## config.mk

```make
export PLATFORM = sky130hd
export DESIGN_NAME = button_move_pulser
export DESIGN_NICKNAME = d
export VERILOG_FILES = /design/src/rtl/button_move_pulser.sv
export SDC_FILE = /design/constraint.sdc
export NUM_CORES = 1
export LEC_CHECK = 0
export CORE_MARGIN = 1
export CORE_UTILIZATION = 50
export CTS_CLUSTER_SIZE = 28
export DETAILED_ROUTE_END_ITERATION = 16
export PLACE_DENSITY = 0.69
export SYNTH_ARGS = -nofsm -noshare
export SYNTH_HDL_FRONTEND = slang
export SYNTH_SLANG_ARGS = --single-unit
export TNS_END_PERCENT = 30
```

## constraint.sdc

```tcl
create_clock -name i_Clk -period 1.9 [get_ports i_Clk]
set_input_delay 0.285 -clock i_Clk [delete_from_list [all_inputs] [get_ports i_Clk]]
set_output_delay 0.285 -clock i_Clk [all_outputs]
set_load 0.01 [all_outputs]
```

## src/rtl/button_move_pulser.sv

```systemverilog
// Debounces two bouncy push-buttons and turns each press into one move pulse,
// followed by auto-repeat pulses while held; pressing both locks out all pulses.
module button_move_pulser #(
  parameter int DEBOUNCE_CYCLES = 250000,
  parameter int REPEAT_DELAY    = 5000000,
  parameter int REPEAT_PERIOD   = 1250000,
  parameter int CNT_W           = 24
) (
  input  logic i_Clk,
  input  logic i_Rst,
  input  logic i_btn_Left_raw,
  input  logic i_btn_Right_raw,
  output logic o_btn_Left,
  output logic o_btn_Right,
  output logic o_Left_held,
  output logic o_Right_held
);

  typedef enum logic [1:0] {
    IDLE       = 2'd0,
    WAIT_DELAY = 2'd1,
    REPEAT     = 2'd2,
    LOCKED     = 2'd3
  } state_t;

  localparam logic [CNT_W-1:0] DB_LAST  = CNT_W'(DEBOUNCE_CYCLES - 1);
  localparam logic [CNT_W-1:0] RD_LAST  = CNT_W'(REPEAT_DELAY - 1);
  localparam logic [CNT_W-1:0] RP_LAST  = CNT_W'(REPEAT_PERIOD - 1);
  localparam logic [CNT_W-1:0] CNT_ONE  = CNT_W'(1);

  // Index 0 is the left button, index 1 the right button.
  logic [1:0]       raw;
  logic [1:0]       sync1_q, sync2_q;
  logic [1:0]       level_q, level_d;
  logic [1:0]       pulse_q, pulse_d;
  logic [CNT_W-1:0] db_cnt_q  [2];
  logic [CNT_W-1:0] db_cnt_d  [2];
  logic [CNT_W-1:0] rep_cnt_q [2];
  logic [CNT_W-1:0] rep_cnt_d [2];
  state_t           state_q   [2];
  state_t           state_d   [2];
  logic             both_held;

  assign raw       = {i_btn_Right_raw, i_btn_Left_raw};
  assign both_held = &level_q;

  // Debounce: the level flips only after DEBOUNCE_CYCLES consecutive mismatches.
  always_comb begin
    level_d = level_q;
    for (int b = 0; b < 2; b++) begin
      db_cnt_d[b] = '0;
      if (sync2_q[b] != level_q[b]) begin
        if (db_cnt_q[b] == DB_LAST) begin
          level_d[b] = ~level_q[b];
        end else begin
          db_cnt_d[b] = db_cnt_q[b] + CNT_ONE;
        end
      end
    end
  end

  // Release wins over lock, lock wins over any pulse that would be due.
  always_comb begin
    pulse_d = '0;
    for (int b = 0; b < 2; b++) begin
      state_d[b]   = state_q[b];
      rep_cnt_d[b] = rep_cnt_q[b] + CNT_ONE;
      if (!level_q[b]) begin
        state_d[b]   = IDLE;
        rep_cnt_d[b] = '0;
      end else if (both_held) begin
        state_d[b]   = LOCKED;
        rep_cnt_d[b] = '0;
      end else begin
        case (state_q[b])
          IDLE: begin
            state_d[b]   = WAIT_DELAY;
            pulse_d[b]   = 1'b1;
            rep_cnt_d[b] = '0;
          end
          WAIT_DELAY: begin
            if (rep_cnt_q[b] == RD_LAST) begin
              state_d[b]   = REPEAT;
              pulse_d[b]   = 1'b1;
              rep_cnt_d[b] = '0;
            end
          end
          REPEAT: begin
            if (rep_cnt_q[b] == RP_LAST) begin
              pulse_d[b]   = 1'b1;
              rep_cnt_d[b] = '0;
            end
          end
          LOCKED: begin
            rep_cnt_d[b] = '0;
          end
          default: begin
            state_d[b]   = IDLE;
            rep_cnt_d[b] = '0;
          end
        endcase
      end
    end
  end

  always_ff @(posedge i_Clk) begin
    if (i_Rst) begin
      sync1_q <= '0;
      sync2_q <= '0;
      level_q <= '0;
      pulse_q <= '0;
      for (int b = 0; b < 2; b++) begin
        db_cnt_q[b]  <= '0;
        rep_cnt_q[b] <= '0;
        state_q[b]   <= IDLE;
      end
    end else begin
      sync1_q <= raw;
      sync2_q <= sync1_q;
      level_q <= level_d;
      pulse_q <= pulse_d;
      for (int b = 0; b < 2; b++) begin
        db_cnt_q[b]  <= db_cnt_d[b];
        rep_cnt_q[b] <= rep_cnt_d[b];
        state_q[b]   <= state_d[b];
      end
    end
  end

  assign o_btn_Left   = pulse_q[0];
  assign o_btn_Right  = pulse_q[1];
  assign o_Left_held  = level_q[0];
  assign o_Right_held = level_q[1];

endmodule
```

==> impl_metrics.toml <==
[outcome]
status = "finished, violations left"
violations = "setup timing"

[synth]
netlist_instances = 604
synth_nets = 612
ys_seq_elements = 108
async_flop_share_pct = 0
synth_edf_count = 0
synth_common_cells = "108 x dfxtp_1, 51 x nor2_1, 46 x a21oi_1"
yosys.area.top_type_share_pct = 41.0
synthTopCellsByArea = "dfxtp_1 41%, xnor2_1 6.1%, a21oi_1 4.4%, nor2_1 3.6%, nand3_1 3.4%"
synth.most_common_cell = "dfxtp_1"
synth_largest_area_cell = "dfxtp_1"
syn_avg_cell_area_sq_um = 8.73
yosysWarnings = 0
synth_cell_types = 51
synth-main-ff-cell = "dfxtp_1"
ys_seq_area_share_pct = 41.0
syn_area_sq_um = 5270

[global_route]
grt_first_pass_wirelength_um = 20800
grt_pass1_vias = 4624
grt_max_degree = 25
gr-total-overflow = 0
grtUsageTotal_pct = 23.1
antenna_found_initial = 0

[detailed_routing]
post_drt_wl_per_cell_um = 15.1
ant_nets = 0
wl_met1_um = 5600
wl_um = 12400
initialDrtViolationCount = 155
drc_errors = 0
top_layer = "met4"
route.met3.wl_um = 473
num_vias = 4793
vias_per_cell = 5.84
wl_met2_um = 6120
firstDrtPassIters = 5

[timing]
hold_slack_ps = 452
tightest_slew_ps = 422
fin_ws_ps = -107
finalHoldViolCount = 0
fin_crit_ps = 2010
rsz0062_at_grt = "true"
fmax_mhz = 498
slew_viol_final = 0
skew_ps = 7.06
relSlewSlack_pct = 71.4
timing.final.crit_share_pct = 106
finalSetupViolations = 27

[power_and_ir_drop]
p_total_uw = 3830
power_density_nw_per_um2 = 593
leakagePower_uw = 0.00197
ir_drop_mv = 0.648

[critical_path]
required_ps = 2160
critPathLaunchType = "register"
cp_max_fo = 24
critPathKind = "reg2reg"
worstPathArrival_ps = 2260
endpoint_kind = "register"
reg2reg_from = "rep_cnt_q[0][14]"
startpoint = "rep_cnt_q[0][14]"

[die]
fp.dieH_um = 105
coreArea_sq_um = 10300
dieArea_sq_um = 11000
io_pins = 8
die_w_um = 105
initial_utilization_pct = 51.3
rows = 37

[placed_design]
gp_congestion = 0.876
dpl_cell_area_sq_um = 6050
io_buffers = 7
dpl.hpwl_um = 8400

[finish]
fillers = 898
final_area_sq_um = 6470
drive_gt1_share_pct = 23.1
area_growth_pct = 22.6
nets = 688
diodes = 0
final_util_pct = 62.9

[cts]
ctsRootBufferMaster = "clkbuf_8"
clockBufferDepth = 2
path_clk_slew_ps = 100
clk-insertion-delay-late_ps = 380
numClockSinks = 108
htree_levels = 3
cts_made_buffers = 9
cts_tree = "done"

[flow_run]
max_cap_viol_count = 0

[worst_hold_path]
hold_path.startpoint = "rep_cnt_q[0][24]"
hp-class = "reg2reg"
## final timing paths
kind / end / slack [ps] / depth (start not counted)
hold / removal: rep_cnt_q[0][24] / 450 / 1
setup / recovery: rep_cnt_q[0][16] / -110 / 5
setup reg to reg: rep_cnt_q[0][16] / -110 / 5
hold reg to reg: rep_cnt_q[0][24] / 450 / 1
## routing by layer
layer	vias to the layer above	global-route usage, %
met5	-	0
met4	0	7.65
met3	16	5.74
met2	79	39.9
met1	2304	28.1
li1	2394	-
## critical path: stages, from the launching register on
cell,delay (ps)
dfxtp_2,360
or4b_1,530
or4_4,530
o21ai_4,170
buf_12,190
a22oi_2,90
## flip-flops by register name, summed over array words and instances, names as in the netlist
signal     cells
rep_cnt_q     48
sync1_q        2
sync2_q        2
pulse_q        2
state_q        4
level_q        2
db_cnt_q      48
## report_power, final
| group | switching, uW | leakage (uW) | internal [uW] |
|---|---|---|---|
| sequential | 2.51 | 0.000877 | 2260 |
| clock | 756 | 0.000113 | 773 |
| combinational | 17.5 | 0.000976 | 17.7 |
| total | 776 | 0.00197 | 3060 |
## what timing repair did
| action | CTS | global route |
|---|---|---|
| gates cloned | 0 | 2 |
| gates resized for setup | 3 | 35 |
| setup endpoints to repair | 28 | 80 |
| setup buffers | 0 | 1 |
| pin swaps | 0 | 4 |
| hold buffers | 0 | 0 |
## placed cells by master, fill, tap and decap left out, types with 2 or more instances in the layout
cell type and count:
nand3_1 36, or3_1 26, nand2b_1 5, xnor2_1 37, dfxtp_1 96, and4_2 3, o21ai_4 2, buf_12 5
clkdlybuf4s50_1 7, o21ai_0 28, nor2b_1 5, buf_4 70, a22oi_1 7, ha_2 3, and3_1 7, buf_6 5
or3b_2 2, inv_1 18, nand4_1 22, and2_1 2, nor2_1 51, clkbuf_8 10, or4_4 8, a21oi_1 45
o31ai_1 10, clkinv_2 3, o31ai_2 2, nand4b_1 4, and3_2 2, nand2_1 32, nor4_1 18, and4_1 9
xor2_1 17, nor3_1 13, a22oi_2 13, nor4b_1 5, or4_1 14, dfxtp_2 11, bufinv_16 2
## through the flow
step | setup slack, ps | cells | setup TNS (ps)
after detailed placement | -77.8 | 802 | -1510
after global routing | -155 | 821 | -4180
after floorplan | -14.6 | 604 | -89.4
after global placement | -31.8 | 802 | -275
final | -107 | 821 | -2140
after CTS | -98.5 | 818 | -1910
## cell type report
cell class,count,area (sq um),share of cell area (%)
clock inverters,5,75.1,1.16
repair buffers,88,777,12.0
multi-input cells,455,3060,47.3
flip-flops and latches,108,2180,33.7
well taps,136,170,2.63
clock buffers,11,141,2.19
inverters,18,67.6,1.04
## kinds of logic (layout without fill, tap and decap cells)
kind of cell,Yosys count,after routing,share of synthesized area (%)
AND/OR/NAND/NOR,279,279,31.1
XOR/XNOR,54,54,8.97
buffers and inverters,41,122,3.68
AO/OA/AOI/OAI,118,118,14.3
adder cells (fa/ha/maj),4,4,0.949
flip-flops,108,108,41.0
No activity file was read; power rests on OpenSTA's default activity.
